[src/rtl/pipe_pkg.sv]
// Shared pipeline definitions: fetch FSM encoding, word width, NOP and reset PC defaults,
// and the IF/ID payload type.
package pipe_pkg;

    localparam int unsigned XLEN = 32;

    // Instruction word used for flushed or empty IF/ID slots.
    localparam logic [XLEN-1:0] NOP_WORD = 32'h0000_0000;

    // Default first fetch address after reset.
    localparam logic [XLEN-1:0] RESET_PC_DEFAULT = 32'h0000_0000;

    typedef enum logic [1:0] {
        StIdle = 2'd0,
        StReq  = 2'd1,
        StHold = 2'd2,
        StDrop = 2'd3
    } fetch_state_e;

    // Payload carried by the IF/ID register and the skid buffer.
    typedef struct packed {
        logic [XLEN-1:0] instr;
        logic [XLEN-1:0] npc;
    } ifid_entry_t;

    // Sequential PC step; wraps modulo 2^32.
    function automatic logic [XLEN-1:0] pc_step(input logic [XLEN-1:0] pc);
        return pc + 32'd4;
    endfunction

endpackage

[src/rtl/if_skid_buf.sv]
// One-entry {instr, npc} skid buffer. Holds a fetch response that returned while the pipeline
// was stalled. Clear wins over load, load wins over drain.
module if_skid_buf
    import pipe_pkg::*;
(
    input  logic        clk_i,
    input  logic        rst_ni,
    input  logic        load_i,
    input  logic        drain_i,
    input  logic        clear_i,
    input  ifid_entry_t entry_i,
    output ifid_entry_t entry_o,
    output logic        full_o
);

    ifid_entry_t entry_q, entry_d;
    logic        full_q, full_d;

    // Next-state for the buffer contents and occupancy.
    always_comb begin
        entry_d = entry_q;
        full_d  = full_q;
        if (clear_i) begin
            entry_d = '0;
            full_d  = 1'b0;
        end else if (load_i) begin
            entry_d = entry_i;
            full_d  = 1'b1;
        end else if (drain_i) begin
            full_d  = 1'b0;
        end
    end

    // Buffer registers, cleared asynchronously.
    always_ff @(posedge clk_i or negedge rst_ni) begin
        if (!rst_ni) begin
            entry_q <= '0;
            full_q  <= 1'b0;
        end else begin
            entry_q <= entry_d;
            full_q  <= full_d;
        end
    end

    assign entry_o = entry_q;
    assign full_o  = full_q;

endmodule

[src/rtl/if_fetch_stage.sv]
// Instruction-fetch stage: PC, request/acknowledge instruction-memory port, IF/ID register with
// a one-entry skid buffer, and redirect handling that drops an in-flight wrong-path fetch.
// Optional feature macro IF_PERF_EN adds perf_fetched / perf_bubble counters.
module if_fetch_stage
    import pipe_pkg::*;
#(
    parameter logic [XLEN-1:0] RESET_PC  = RESET_PC_DEFAULT,
    parameter logic [XLEN-1:0] NOP_INSTR = NOP_WORD
) (
    input  logic            clk,
    input  logic            rst,
    input  logic            stall,
    input  logic            redirect,
    input  logic [XLEN-1:0] redirect_pc,
    output logic            imem_req,
    output logic [XLEN-1:0] imem_addr,
    input  logic            imem_ack,
    input  logic [XLEN-1:0] imem_rdata,
    output logic [XLEN-1:0] ID_Instr,
    output logic [XLEN-1:0] ID_NPC,
    output logic            ID_Valid
`ifdef IF_PERF_EN
    ,
    output logic [XLEN-1:0] perf_fetched,
    output logic [XLEN-1:0] perf_bubble
`endif
);

    fetch_state_e    state_q, state_d;
    logic [XLEN-1:0] pc_q, pc_d;
    logic            req_q, req_d;
    logic [XLEN-1:0] addr_q, addr_d;

    ifid_entry_t     ifid_q, ifid_d;
    logic            ifid_valid_q, ifid_valid_d;
    logic            ifid_load;

    logic            skid_load, skid_drain, skid_clear, skid_full;
    ifid_entry_t     skid_in, skid_out;
    ifid_entry_t     bubble;
    logic [XLEN-1:0] pc_next_seq;

    assign bubble      = '{instr: NOP_INSTR, npc: '0};
    assign pc_next_seq = pc_step(pc_q);
    assign skid_in     = '{instr: imem_rdata, npc: pc_next_seq};

    if_skid_buf u_skid (
        .clk_i   (clk),
        .rst_ni  (rst),
        .load_i  (skid_load),
        .drain_i (skid_drain),
        .clear_i (skid_clear),
        .entry_i (skid_in),
        .entry_o (skid_out),
        .full_o  (skid_full)
    );

    // Fetch FSM next-state, PC update, IF/ID load decision and skid control.
    always_comb begin
        state_d      = state_q;
        pc_d         = pc_q;
        ifid_load    = 1'b0;
        ifid_d       = ifid_q;
        ifid_valid_d = ifid_valid_q;
        skid_load    = 1'b0;
        skid_drain   = 1'b0;
        skid_clear   = 1'b0;

        unique case (state_q)
            StIdle: begin
                if (redirect) begin
                    pc_d = redirect_pc;
                end
                state_d = StReq;
            end

            StReq: begin
                if (redirect) begin
                    pc_d         = redirect_pc;
                    ifid_load    = 1'b1;
                    ifid_d       = bubble;
                    ifid_valid_d = 1'b0;
                    skid_clear   = 1'b1;
                    // Without an ack the old request is still owed a response.
                    state_d      = imem_ack ? StReq : StDrop;
                end else if (imem_ack && !stall) begin
                    ifid_load    = 1'b1;
                    ifid_d       = '{instr: imem_rdata, npc: pc_next_seq};
                    ifid_valid_d = 1'b1;
                    pc_d         = pc_next_seq;
                end else if (imem_ack) begin
                    skid_load = 1'b1;
                    pc_d      = pc_next_seq;
                    state_d   = StHold;
                end else if (!stall) begin
                    ifid_load    = 1'b1;
                    ifid_d       = bubble;
                    ifid_valid_d = 1'b0;
                end
            end

            StHold: begin
                if (redirect) begin
                    pc_d         = redirect_pc;
                    ifid_load    = 1'b1;
                    ifid_d       = bubble;
                    ifid_valid_d = 1'b0;
                    skid_clear   = 1'b1;
                    state_d      = StReq;
                end else if (!stall && skid_full) begin
                    ifid_load    = 1'b1;
                    ifid_d       = skid_out;
                    ifid_valid_d = 1'b1;
                    skid_drain   = 1'b1;
                    state_d      = StReq;
                end
            end

            StDrop: begin
                if (redirect) begin
                    pc_d         = redirect_pc;
                    ifid_load    = 1'b1;
                    ifid_d       = bubble;
                    ifid_valid_d = 1'b0;
                    state_d      = imem_ack ? StReq : StDrop;
                end else begin
                    if (!stall) begin
                        ifid_load    = 1'b1;
                        ifid_d       = bubble;
                        ifid_valid_d = 1'b0;
                    end
                    if (imem_ack) begin
                        state_d = StReq;
                    end
                end
            end

            default: begin
                state_d = StIdle;
            end
        endcase
    end

    // Request is registered; a dropped request keeps its original address until acked.
    always_comb begin
        req_d  = (state_d == StReq) || (state_d == StDrop);
        addr_d = (state_d == StDrop) ? addr_q : pc_d;
    end

    // State, PC, memory port and IF/ID registers.
    always_ff @(posedge clk or negedge rst) begin
        if (!rst) begin
            state_q      <= StIdle;
            pc_q         <= RESET_PC;
            req_q        <= 1'b0;
            addr_q       <= RESET_PC;
            ifid_q       <= '{instr: NOP_INSTR, npc: '0};
            ifid_valid_q <= 1'b0;
        end else begin
            state_q <= state_d;
            pc_q    <= pc_d;
            req_q   <= req_d;
            addr_q  <= addr_d;
            if (ifid_load) begin
                ifid_q       <= ifid_d;
                ifid_valid_q <= ifid_valid_d;
            end
        end
    end

    assign imem_req  = req_q;
    assign imem_addr = addr_q;
    assign ID_Instr  = ifid_q.instr;
    assign ID_NPC    = ifid_q.npc;
    assign ID_Valid  = ifid_valid_q;

`ifdef IF_PERF_EN
    logic [XLEN-1:0] perf_fetched_q, perf_bubble_q;

    // Count real-instruction loads and bubble/flush loads of IF/ID.
    always_ff @(posedge clk or negedge rst) begin
        if (!rst) begin
            perf_fetched_q <= '0;
            perf_bubble_q  <= '0;
        end else if (ifid_load) begin
            if (ifid_valid_d) begin
                perf_fetched_q <= perf_fetched_q + 32'd1;
            end else begin
                perf_bubble_q  <= perf_bubble_q + 32'd1;
            end
        end
    end

    assign perf_fetched = perf_fetched_q;
    assign perf_bubble  = perf_bubble_q;
`endif

endmodule

[config.mk]
export PLATFORM = sky130hd
export DESIGN_NAME = if_fetch_stage
export DESIGN_NICKNAME = d
export VERILOG_FILES = /design/src/rtl/pipe_pkg.sv /design/src/rtl/if_skid_buf.sv /design/src/rtl/if_fetch_stage.sv
export SDC_FILE = /design/constraint.sdc
export NUM_CORES = 1
export LEC_CHECK = 0
export CORE_UTILIZATION = 55
export CTS_CLUSTER_DIAMETER = 40
export DETAILED_ROUTE_END_ITERATION = 8
export PLACE_DENSITY = 0.89
export REMOVE_ABC_BUFFERS = 1
export SLEW_MARGIN = 20
export SYNTH_ARGS = -nofsm -noshare
export SYNTH_HDL_FRONTEND = slang
export SYNTH_SLANG_ARGS = --single-unit
export TNS_END_PERCENT = 30
[constraint.sdc]
create_clock -name clk -period 6.74 [get_ports clk]
set_clock_uncertainty 0.05 [all_clocks]
set_input_delay 1.011 -clock clk [delete_from_list [all_inputs] [get_ports clk]]
set_output_delay 1.011 -clock clk [all_outputs]
set_load 0.005 [all_outputs]
==> impl_results.html <==
<table>
<tr><th>Metric</th><th>Value</th></tr>
<tr><th colspan="2">Status</th></tr>
<tr><td>Status</td><td>complete, no violations</td></tr>
<tr><th colspan="2">Logic synthesis</th></tr>
<tr><td>Share of synthesized registers carrying an async set or reset</td><td>100%</td></tr>
<tr><td>Count of state elements after synthesis</td><td>196</td></tr>
<tr><td>Post-synthesis cell count</td><td>881</td></tr>
<tr><td>Total standard cell area after synthesis</td><td>8990 um2</td></tr>
<tr><td>Count of distinct cell types in the synthesized netlist</td><td>49</td></tr>
<tr><td>Count of flip-flops with a built-in enable after synthesis</td><td>0</td></tr>
<tr><td>Count of warnings emitted by yosys</td><td>0</td></tr>
<tr><td>Top FF cell, synth</td><td>dfrtp_1</td></tr>
<tr><td>Share of synthesized area occupied by flip-flops and latches</td><td>54.6%</td></tr>
<tr><td>Avg Cell Area, Syn</td><td>10.2 um2</td></tr>
<tr><th colspan="2">Global route</th></tr>
<tr><td>First-pass GRT wire length</td><td>37,000 um</td></tr>
<tr><td>Antenna violations before repair</td><td>0</td></tr>
<tr><td>Largest net degree at the start of global routing</td><td>76</td></tr>
<tr><td>GRT Util Overall</td><td>28.4%</td></tr>
<tr><td>Number of global-route vias before repair</td><td>7,288</td></tr>
<tr><td>Sum of overflow across all layers after global routing</td><td>0</td></tr>
<tr><th colspan="2">Pwr</th></tr>
<tr><td>VDD IR max</td><td>265 uV</td></tr>
<tr><td>Clock share of power</td><td>25.6%</td></tr>
<tr><td>Share of power burned in combinational logic</td><td>33.5%</td></tr>
<tr><td>Internal power of the cells</td><td>2.96 mW</td></tr>
<tr><td>Net switching power</td><td>1.37 mW</td></tr>
<tr><td>Fraction of power spent switching nets</td><td>31.7%</td></tr>
<tr><td>Power per cell area</td><td>379 nW/um2</td></tr>
<tr><td>Leakage power</td><td>4.71 nW</td></tr>
<tr><td>Relative contribution of sequential cells to total power</td><td>40.9%</td></tr>
<tr><th colspan="2">Setup path</th></tr>
<tr><td>Kind of start point of the critical path</td><td>flop</td></tr>
<tr><td>Biggest fanout along the worst timing path</td><td>62</td></tr>
<tr><td>Critical Path RT</td><td>7.01 ns</td></tr>
<tr><td>Path type of the worst setup path</td><td>reg -&gt; reg</td></tr>
<tr><td>Critical Path AT</td><td>4.43 ns</td></tr>
<tr><td>Critical Path End Type</td><td>flop</td></tr>
<tr><th colspan="2">Floorplanning</th></tr>
<tr><td>Floorplan die width</td><td>130 um</td></tr>
<tr><td>Height of the chip</td><td>130 um</td></tr>
<tr><td>Starting density of the core</td><td>56.4%</td></tr>
<tr><td>Number of primary I/O pins</td><td>167</td></tr>
<tr><td>Die ar.</td><td>16,900 um2</td></tr>
<tr><td>Number of cell rows</td><td>46</td></tr>
<tr><td>Standard cell core area</td><td>15,900 um2</td></tr>
<tr><th colspan="2">Timing</th></tr>
<tr><td>Final Hold Violating Endpoints</td><td>0</td></tr>
<tr><td>Tightest hold margin</td><td>0.425 ns</td></tr>
<tr><td>Transition time at the pin with the least slew margin</td><td>0.906 ns</td></tr>
<tr><td>Final worst path period share</td><td>61.7%</td></tr>
<tr><td>Setup tns final</td><td>0 ns</td></tr>
<tr><td>Max-slew headroom</td><td>39.4%</td></tr>
<tr><td>Highest attainable clock frequency</td><td>0.241 GHz</td></tr>
<tr><td>Total setup violations reported at the end of the flow</td><td>0</td></tr>
<tr><td>Crit path setup slack, layout</td><td>2.58 ns</td></tr>
<tr><td>Minimum clock period</td><td>4.16 ns</td></tr>
<tr><td>Setup repair after global routing missed its margin</td><td>false</td></tr>
<tr><td>Count of final max-slew check failures</td><td>0</td></tr>
<tr><th colspan="2">CTS</th></tr>
<tr><td>CTS tree</td><td>built</td></tr>
<tr><td># clock sinks</td><td>196</td></tr>
<tr><td>Clk pin slew, worst setup/hold paths</td><td>0.07 ns</td></tr>
<tr><td>Hold_buf cts</td><td>0</td></tr>
<tr><td>Worst-case clock buffer depth</td><td>2</td></tr>
<tr><td>Number of H-tree branching levels</td><td>4</td></tr>
<tr><td>Root buffer cell</td><td>clkbuf_16</td></tr>
<tr><td>Number of buffers added by the clock tree synthesis step</td><td>17</td></tr>
<tr><td>PostCTS Resize Cnt</td><td>0</td></tr>
<tr><td>Post-CTS setup buffer count</td><td>0</td></tr>
<tr><td>Source-to-sink clock delay at the later pin of the worst-skew pair</td><td>0.44 ns</td></tr>
<tr><th colspan="2">Finish</th></tr>
<tr><td>Synth-to-Final Area Change</td><td>27.2%</td></tr>
<tr><td>Utilization after layout</td><td>71.7%</td></tr>
<tr><td>Most common library cell in the layout ignoring fill and taps</td><td>dfrtp_1</td></tr>
<tr><td>Share of final-layout standard cells stronger than drive strength 1</td><td>8.65%</td></tr>
<tr><td># nets final</td><td>1,080</td></tr>
<tr><td>Leading cell types in the layout, fill and taps excluded</td><td>196 x dfrtp_1, 164 x clkdlybuf4s50_1, 108 x nor2_1, 83 x nand2_1, 57 x o21ai_0</td></tr>
<tr><td>Antenna Diode Count</td><td>0</td></tr>
<tr><th colspan="2">Hold path</th></tr>
<tr><td>Worst hold path class</td><td>reg -&gt; reg</td></tr>
<tr><th colspan="2">Routing</th></tr>
<tr><td>Via count of the routed design</td><td>7,611</td></tr>
<tr><td>Iteration-0 DRC count of the detailed router</td><td>663</td></tr>
<tr><td>Number of nets with antenna violations after routing</td><td>0</td></tr>
<tr><td>Wire length after detailed routing</td><td>23,100 um</td></tr>
<tr><td>Vias/cell</td><td>6.17</td></tr>
<tr><td>DRC</td><td>0</td></tr>
<tr><td>DRT Pass-1 Iters</td><td>9</td></tr>
<tr><td>Wirelength per Cell</td><td>18.8 um</td></tr>
<tr><th colspan="2">Placement</th></tr>
<tr><td>DP HPWL</td><td>15,000 um</td></tr>
<tr><td>Count of buffers inserted at the top-level ports</td><td>166</td></tr>
<tr><td>Final weighted congestion in routability-driven placement</td><td>0.881</td></tr>
<tr><td>Placement-stage worst setup slack</td><td>2.39 ns</td></tr>
<tr><th colspan="2">Flow run</th></tr>
<tr><td>Max cap viols</td><td>0</td></tr>
</table>
[flip-flops by register name, summed over array words and instances, names as in the netlist]
register,count
u_skid.full_o,1
pc_q,32
state_q,2
ID_NPC,32
ID_Instr,32
u_skid.entry_o,64
ID_Valid,1
imem_addr,32
[final cells by class]
| cell class | count | area [um2] |
|---|---|---|
| Clock buffer | 24 | 512 |
| Sequential cell | 196 | 4900 |
| Clock inverter | 7 | 143 |
| Fill cell | 1101 | 4510 |
| Tap cell | 216 | 270 |
| Multi-Input combinational cell | 602 | 3830 |
| Timing Repair Buffer | 176 | 1740 |
| Inverter | 12 | 45.0 |
[layer usage]
metal,up-vias,global-route usage (%),part of all wire (%)
met5,-,0,0
met4,0,11.8,2.5
met3,47,6.27,8.0
met2,400,44.5,47
met1,3735,38.7,43
li1,3429,-,-
[cell usage after synthesis, drive strengths merged, types with 2 or more instances]
cell	count	share of area, %
a31oi	9	0.63
nor3b	4	0.33
and4	3	0.29
nor2	108	4.5
o221a	4	0.50
xnor2	26	2.5
a2bb2oi	11	1.1
o21ai	59	3.3
nor4	15	1.0
or4	8	0.67
a21oi	14	0.78
dfrtp	196	55
a22o	38	3.7
xor2	17	1.7
mux2	28	3.5
nand2	84	3.5
nand4	19	1.4
o21a	6	0.50
inv	12	0.50
nor2b	2	0.14
o31ai	9	0.75
or3	2	0.14
a21boi	4	0.33
or2	2	0.14
buf	17	0.84
and2	4	0.28
nand3b	3	0.25
nor3	15	0.84
clkbuf	54	2.3
a21o	5	0.42
ha	6	0.84
nand3	31	1.7
a31o	2	0.19
o211ai	11	0.92
nand2b	7	0.49
a221oi	37	3.6
[per-stage QoR]
stage	power, mW	cell area [um2]	instances
3_5_place_dp	3.22	10800	1202
3_3_place_gp	3.16	10800	1202
5_1_grt	4.56	11400	1233
2_1_floorplan	2.45	8710	810
4_1_cts	4.33	11400	1233
6_report	4.33	11400	1233
[path summary, 6_finish.rpt]
path,start,to,slack (ns),cells after the start
max,state_q[0]$_DFF_PN0_,imem_addr[30]$_DFFE_PN0P_,2.58,8
min,u_skid.entry_o[19]$_DFFE_PN0P_,u_skid.entry_o[19]$_DFFE_PN0P_,0.43,2
max reg2reg,state_q[0]$_DFF_PN0_,imem_addr[30]$_DFFE_PN0P_,2.58,8
min reg2reg,u_skid.entry_o[19]$_DFFE_PN0P_,u_skid.entry_o[19]$_DFFE_PN0P_,0.43,2
max in group asynchronous,rst,pc_q[1]$_DFF_PN0_,4.89,2
min in group asynchronous,rst,ID_Instr[12]$_DFFE_PN0P_,0.49,1
[worst max-delay path: stages (launching register included)]
cell and delay, ns:
dfrtp_1 0.45, inv_1 0.11, ha_1 0.48, nor2b_4 0.24, buf_4 0.56, o211ai_1 0.18
a21oi_1 0.75, nand2_2 0.66, o221a_2 0.50
[logic make-up after synthesis]
family	Yosys count	synth area share [%]
simple gates	308	15.8
compound gates	216	17.4
flops	196	54.6
buf+inv	83	3.62
xor+xnor	43	4.19
mux	29	3.62
fa+ha+maj	6	0.835
[power groups by stage]
stage / logic, mW / registers [mW] / clock network, mW
finish: 1.45 / 1.77 / 1.11
global route: 1.59 / 1.81 / 1.16
CTS: 1.45 / 1.77 / 1.11
detailed placement: 1.44 / 1.78 / 0
global placement: 1.39 / 1.76 / 0
floorplan: 0.692 / 1.76 / 0
(Power assumes the default switching activity.)
